===== config.mk =====
export PLATFORM = sky130hd
export DESIGN_NAME = ex_result_stage
export DESIGN_NICKNAME = d
export VERILOG_FILES = /design/src/rtl/ex_result_stage.sv
export SDC_FILE = /design/constraint.sdc
export NUM_CORES = 1
export LEC_CHECK = 0
export CAP_MARGIN = 20
export CORE_ASPECT_RATIO = 1.4
export CORE_MARGIN = 2
export CORE_UTILIZATION = 40
export DETAILED_ROUTE_END_ITERATION = 7
export PLACE_DENSITY = 0.71
export SYNTH_ARGS = -nofsm -noshare
export SYNTH_HDL_FRONTEND = slang
export SYNTH_SLANG_ARGS = --single-unit
export TNS_END_PERCENT = 20

===== constraint.sdc =====
create_clock -name clk -period 5.34 [get_ports clk]
set_input_delay 0.534 -clock clk [delete_from_list [all_inputs] [get_ports clk]]
set_output_delay 0.534 -clock clk [all_outputs]
set_load 0.02 [all_outputs]

===== src/rtl/ex_result_stage.sv =====
// Execute-stage result buffer: a 2-entry FIFO of ALU results toward the memory stage,
// plus the architectural Z/N flag register and branch resolution from live ALU status.
module ex_result_stage (
  input  logic        clk,
  input  logic        reset,
  input  logic        flush,
  input  logic        in_valid,
  output logic        in_ready,
  input  logic [31:0] alu_sum,
  input  logic [1:0]  alu_status,
  input  logic [4:0]  in_rd,
  input  logic        in_regwrite,
  input  logic        in_setflags,
  input  logic [1:0]  in_branch,
  input  logic [31:0] in_target,
  output logic        out_valid,
  input  logic        out_ready,
  output logic [31:0] out_sum,
  output logic [4:0]  out_rd,
  output logic        out_regwrite,
  output logic        flag_z,
  output logic        flag_n,
  output logic        br_taken,
  output logic [31:0] br_target
);

  typedef enum logic [1:0] {
    EMPTY = 2'd0,
    ONE   = 2'd1,
    FULL  = 2'd2
  } state_t;

  typedef struct packed {
    logic [31:0] sum;
    logic [4:0]  rd;
    logic        regwrite;
  } entry_t;

  state_t state, state_next;
  entry_t head, tail, head_next, tail_next, incoming;
  logic   accept, pop, cond;

  // Flush kills both the incoming transfer and any pop in the same cycle.
  assign accept    = in_valid & in_ready & ~flush;
  assign out_valid = (state == ONE) || (state == FULL);
  assign pop       = out_valid & out_ready & ~flush;

  assign incoming.sum      = alu_sum;
  assign incoming.rd       = in_rd;
  assign incoming.regwrite = in_regwrite;

  assign out_sum      = head.sum;
  assign out_rd       = head.rd;
  assign out_regwrite = head.regwrite;

  always_comb begin
    state_next = state;
    head_next  = head;
    tail_next  = tail;
    unique case (state)
      EMPTY: begin
        if (accept) begin
          state_next = ONE;
          head_next  = incoming;
        end
      end
      ONE: begin
        // Simultaneous accept and pop replaces the head directly, so there is no bubble.
        if (accept && pop) begin
          head_next = incoming;
        end else if (accept) begin
          state_next = FULL;
          tail_next  = incoming;
        end else if (pop) begin
          state_next = EMPTY;
        end
      end
      FULL: begin
        if (pop) begin
          state_next = ONE;
          head_next  = tail;
        end
      end
      default: begin
        state_next = EMPTY;
      end
    endcase
    if (flush) begin
      state_next = EMPTY;
    end
  end

  always_ff @(posedge clk or posedge reset) begin
    if (reset) begin
      state    <= EMPTY;
      in_ready <= 1'b1;
      head     <= '0;
      tail     <= '0;
    end else begin
      state    <= state_next;
      in_ready <= (state_next != FULL);
      head     <= head_next;
      tail     <= tail_next;
    end
  end

  // Branch conditions look at the live ALU status, never at the flag register.
  always_comb begin
    cond = 1'b0;
    unique case (in_branch)
      2'b00: cond = 1'b0;
      2'b01: cond = alu_status[0];
      2'b10: cond = ~alu_status[0];
      2'b11: cond = alu_status[1];
      default: cond = 1'b0;
    endcase
  end

  always_ff @(posedge clk or posedge reset) begin
    if (reset) begin
      flag_z    <= 1'b0;
      flag_n    <= 1'b0;
      br_taken  <= 1'b0;
      br_target <= '0;
    end else begin
      if (accept && in_setflags) begin
        flag_z <= alu_status[0];
        flag_n <= alu_status[1];
      end
      br_taken  <= accept & cond;
      br_target <= (accept && cond) ? in_target : 32'd0;
    end
  end

endmodule


==> results of run 1 <==
[flip-flops by register name, indices dropped and copies added (netlist names)]
register,count
out_rd,5
flag_n,1
tail,38
out_sum,32
in_ready,1
out_regwrite,1
br_taken,1
br_target,32
state,2
flag_z,1
[kinds of logic after synthesis]
logic type,synth area share [%]
muxes,29.8
DFF,58.4
and+or+nand+nor,6.40
buffers and inverters,2.58
AOI/OAI and AO/OA,1.84
adders and majority gates,1.02
[layer usage]
| layer | track usage (%) | vias up | share of wire [%] |
|---|---|---|---|
| met3 | 9.01 | 15 | 9.6 |
| met1 | 18.2 | 1543 | 38 |
| met4 | 5.79 | 0 | 1.4 |
| met2 | 29.2 | 124 | 51 |
| li1 | - | 1425 | - |
| met5 | 0 | - | 0 |
[power groups by stage]
stage | clock network [uW] | registers (uW) | logic (uW)
final | 1270 | 1280 | 984
after global routing | 1340 | 1320 | 1050
after CTS | 1300 | 1290 | 998
after detailed placement | 0 | 1290 | 991
after global placement | 0 | 1290 | 966
after floorplan | 0 | 1420 | 442
[critical path, stage by stage, from the launching register on]
cell     delay [ns]
dfrtp_1        0.43
inv_1          0.11
ha_2           0.90
nor2_1         0.19
o21ai_4        0.65
buf_4          0.46
mux2_2         0.38
[worst max path at each step]
stage | start | to | slack, ns | cells past startpoint
floorplan | reset | br_taken | 1.79 | 1
global placement | state[0] | out_sum[21] | 2.10 | 6
detailed placement | state[0] | out_sum[21] | 2.05 | 6
CTS | state[0] | out_sum[16] | 2.04 | 6
global route | state[0] | out_sum[16] | 1.88 | 6
finish | state[0] | out_sum[19] | 2.09 | 6
[cells in the mapped netlist (all sizes together)]
| master | n |
|---|---|
| dfrtp | 113 |
| a31oi | 1 |
| inv | 5 |
| mux2 | 116 |
| a21o | 1 |
| nand4 | 1 |
| a22oi | 1 |
| a21oi | 4 |
| o21ai | 3 |
| nand3 | 1 |
| and2 | 33 |
| nand2 | 7 |
| ha | 4 |
| nand2b | 1 |
| o22ai | 1 |
| nor2 | 4 |
| nand3b | 2 |
| o32ai | 1 |
| a211oi | 1 |
| dfstp | 1 |
| clkbuf | 8 |
| buf | 8 |
| nor3 | 2 |
[through the flow]
step	hold slack [ns]	setup slack (ns)	total power (uW)	utilization [%]
after floorplan	0.474	1.79	1860	-
after global placement	0.481	2.10	2250	55.2
after detailed placement	0.487	2.05	2280	55.2
after CTS	0.499	2.04	3580	60.8
after global routing	0.513	1.88	3710	60.8
final	0.497	2.09	3540	60.8
[area by class of cell]
cell class / instances / area, sq um / area share [%]
clock inverters: 8 / 171 / 2.37
inverters: 5 / 21.3 / 0.294
repair buffers: 158 / 1570 / 21.7
well taps: 147 / 184 / 2.54
clock buffers: 24 / 502 / 6.94
multi-input cells: 184 / 1920 / 26.6
flip-flops and latches: 114 / 2850 / 39.5
==> results.json, run 1 <==
{
  "status": "completed",
  "cts.sinks": 114,
  "num_io_pins": 155,
  "share_seq_of_total_power_pct": 36.3,
  "avgRoutedWirePerCell_um": 16.6,
  "r2r_cells": 6,
  "drive_above_1_share_pct": 32.7,
  "yosysUniqueCellTypes": 31,
  "r2r-end": "out_sum[19]",
  "io_buffers": 154,
  "rsz0062_at_grt": "false",
  "setup_viol": 0,
  "chipWidth_um": 97.4,
  "grt_max_degree": 71,
  "rows": 47,
  "clk_path_buf_depth": 2,
  "cellPowerDensity_nw_per_um2": 490,
  "antenna_found_initial": 0,
  "cts_buffers": 17,
  "fmax_mhz": 308,
  "avgSynthCellArea_sq_um": 15.3,
  "cp-start-kind": "register",
  "fillers": 941,
  "clkSlewWorstSetupHoldPaths_ns": 0.05,
  "final_cell_mix": "154 x clkdlybuf4s50_1, 113 x dfrtp_1, 76 x mux2_2",
  "switching_power_uw": 919,
  "initial_core_util_pct": 41.2,
  "slew-limit-headroom_pct": 29.2,
  "whs_path_depth": 1,
  "drv_cap": 0,
  "cp_max_fo": 42,
  "drtPass1Iterations": 4,
  "final_common_cell": "clkdlybuf4s50_1",
  "drt_iter0_markers": 51,
  "synth_area_leaders": "dfrtp_1 58%, mux2_2 18%, mux2_4 12%",
  "coreArea_sq_um": 11900,
  "design_area_sq_um": 7230,
  "synth_top_area_cell": "dfrtp_1",
  "worstReg2RegStart": "state[0]",
  "root_buffer": "clkbuf_16",
  "leakagePower_uw": 0.00323,
  "overflow": 0,
  "vias": 3107,
  "nNetsFinal": 564,
  "drt_wl_total_um": 10600,
  "skew_ns": 0.00818,
  "hold_viol_final": 0,
  "p_comb_share_pct": 27.8,
  "dpl_cell_area_sq_um": 6560,
  "switching_share_pct": 26.0,
  "path_class": "register to register",
  "tightest_slew_ns": 1.06,
  "synth_area_sq_um": 4890,
  "hp-class": "register to register",
  "synth_warnings": 0,
  "min_from": "tail[6]",
  "synth_fp_nets": 403,
  "dieArea_sq_um": 13100,
  "grt_pass1_wl_um": 17600,
  "cts_max_level": 4,
  "finalMaxSlewViolations": 0,
  "synth_top_area_share_pct": 57.8,
  "period_needed_ns": 3.25,
  "clock_latency_ns": 0.40,
  "viasPerCell": 4.85,
  "stdcell_count": 640,
  "seq_area_frac_synth_pct": 58.4,
  "dpl.hpwl_um": 7210,
  "grtUsageTotal_pct": 17.1,
  "netlist_instances": 319,
  "vdd_ir_drop_max_mv": 0.226,
  "fin_tns_setup_ns": 0,
  "arrival_ns": 3.53,
  "end_kind": "register",
  "grt_pass1_vias": 3485,
  "cts_tree": "yes",
  "postCtsResizedCells": 0,
  "antenna_cells": 0,
  "power.internal_uw": 2620,
  "post_cts_buffers": 0,
  "rrSetupSlack_ns": 2.09,
  "drc": 0,
  "pwr-share-clk_pct": 35.9,
  "area_growth_pct": 47.8,
  "routabilityCongestion": 0.826,
  "hold_path_end": "tail[6]",
  "placed_cells": 608,
  "die_y_um": 135,
  "ys_ff_latch": 114,
  "required_ns": 5.62,
  "postRouteAntennaNets": 0,
  "finalCritPeriodShare_pct": 60.9,
  "postCtsHoldBufs": 0
}
(Power assumes the default switching activity.)
==> run 2, diff against run 1 <==
clock period = 3.2 ns   (was 5.34 ns; I/O delays follow)
==> run 2 against run 1 <==
Effect of this change:
- flip-flop and latch count stayed put
- critical path depth is 3 lower
- critical path type is now register to primary output
- critical endpoint is now out_valid
- sequential power is 67% higher
- largest cell class unchanged
==> results.json, run 2 (same netlist as run 1, synthesis figures left out) <==
{
  "postCtsHoldBufs": 0,
  "cp_max_fo": 6,
  "num_io_pins": 155,
  "nNetsFinal": 569,
  "clock_latency_ns": 0.40,
  "cpLargestDelayFamily": "buffers and inverters",
  "required_ns": 2.88,
  "arrival_ns": 1.89,
  "fin_hold_ws_ns": 0.373,
  "routabilityCongestion": 0.800,
  "slew-limit-headroom_pct": 62.7,
  "clk_path_buf_depth": 2,
  "grtUsageTotal_pct": 16.8,
  "hold_viol_final": 0,
  "vdd_ir_drop_max_mv": 0.341,
  "cts_buffers": 17,
  "drt_iter0_markers": 105,
  "startpoint": "state[0]",
  "dieArea_sq_um": 13100,
  "root_buffer": "clkbuf_16",
  "io_buffers": 154,
  "regMostFlops": "tail",
  "setup_viol": 0,
  "critPathSlowestCell": "clkdlybuf4s50_1",
  "cts.sinks": 114,
  "rsz0062_at_grt": "false",
  "drt_wl_total_um": 10700,
  "stdcell_count": 645,
  "antenna_cells": 0,
  "cellPowerDensity_nw_per_um2": 784,
  "status": "completed",
  "clkSlewWorstSetupHoldPaths_ns": 0.05,
  "drive_above_1_share_pct": 33.5,
  "path_class": "register to primary output",
  "cts_tree": "yes",
  "initial_core_util_pct": 41.2,
  "worstReg2RegStart": "state[0]",
  "postRouteAntennaNets": 0,
  "drc": 0,
  "avgRoutedWirePerCell_um": 16.6,
  "largest_reg_flops": 38,
  "cts_max_level": 4,
  "fin_total_pwr_uw": 5640,
  "fillers": 936,
  "post_cts_buffers": 0,
  "grt_max_degree": 71,
  "coreArea_sq_um": 11900,
  "die_y_um": 135,
  "placed_cells": 613,
  "skew_ns": 0.00472,
  "cp-start-kind": "register",
  "period_needed_ns": 2.21,
  "postCtsResizedCells": 0,
  "leakagePower_uw": 0.00320,
  "slowest_delay_ns": 0.62,
  "drv_cap": 0,
  "chipWidth_um": 97.4,
  "fin_tns_setup_ns": 0,
  "crit_buf_inv": 2,
  "dpl.hpwl_um": 7420,
  "grt_pass1_wl_um": 17500,
  "hp-class": "primary input to asynchronous set/reset pin",
  "rrSetupSlack_ns": 1.06,
  "overflow": 0,
  "grt_pass1_vias": 3498,
  "path_cells": "inv_1, ha_1, clkdlybuf4s50_1",
  "finalCritPeriodShare_pct": 69.0,
  "drtPass1Iterations": 4,
  "end_kind": "primary output",
  "finalMaxSlewViolations": 0,
  "rows": 47,
  "viasPerCell": 4.91,
  "antenna_found_initial": 0,
  "final_common_cell": "clkdlybuf4s50_1",
  "vias": 3166,
  "fmax_mhz": 453,
  "final_cell_mix": "154 x clkdlybuf4s50_1, 113 x dfrtp_1, 76 x mux2_2",
  "area_growth_pct": 47.2,
  "tightest_slew_ns": 0.560
}
==> run 2: through the flow <==
stage               cell area (sq um)  setup slack, ns  utilization (%)
floorplan                        4890             1.26                -
global placement                 6610             1.08             55.6
detailed placement               6610             1.03             55.6
CTS                              7200            0.969             60.6
global route                     7200            0.918             60.6
finish                           7200            0.991             60.6
==> run 2: worst paths after layout <==
check / cells past startpoint / endpoint
worst min register to register: 1 / tail[12]
max in group asynchronous: 3 / tail[37]
min in group clk: 2 / br_target[22]
worst max-delay path: 3 / out_valid
worst max register to register: 7 / out_regwrite
worst min-delay path: 3 / br_target[4]
==> run 2: worst min-delay path, stage by stage <==
cell	delay [ns]
clkdlybuf4s50_1	0.44
clkinvlp_4	0.10
buf_12	0.31
==> run 2: power by group <==
group          internal, uW  switching [uW]  leakage, uW
Combinational           997             649      0.00150
Sequential             1890             249      0.00142
Clock                  1190             664     0.000271
Total                  4080            1560      0.00320
==> run 2: layout make-up <==
cell class                      count  area, sq um  area share, %
Clock buffer                       20          457           6.35
Clock inverter                     12          133           1.84
Inverter                            5         22.5          0.313
Multi-Input combinational cell    184         1920           26.7
Sequential cell                   114         2850           39.7
Tap cell                          147          184           2.56
Timing Repair Buffer              163         1620           22.5
==> run 2: layer usage <==
layer  track usage, %  share of wire, %  up-vias
li1                 -                 -     1438
met1             18.1                38     1590
met2             29.0                51      125
met3             8.02               9.1       13
met4             6.02               1.4        0
met5                0                 0        -
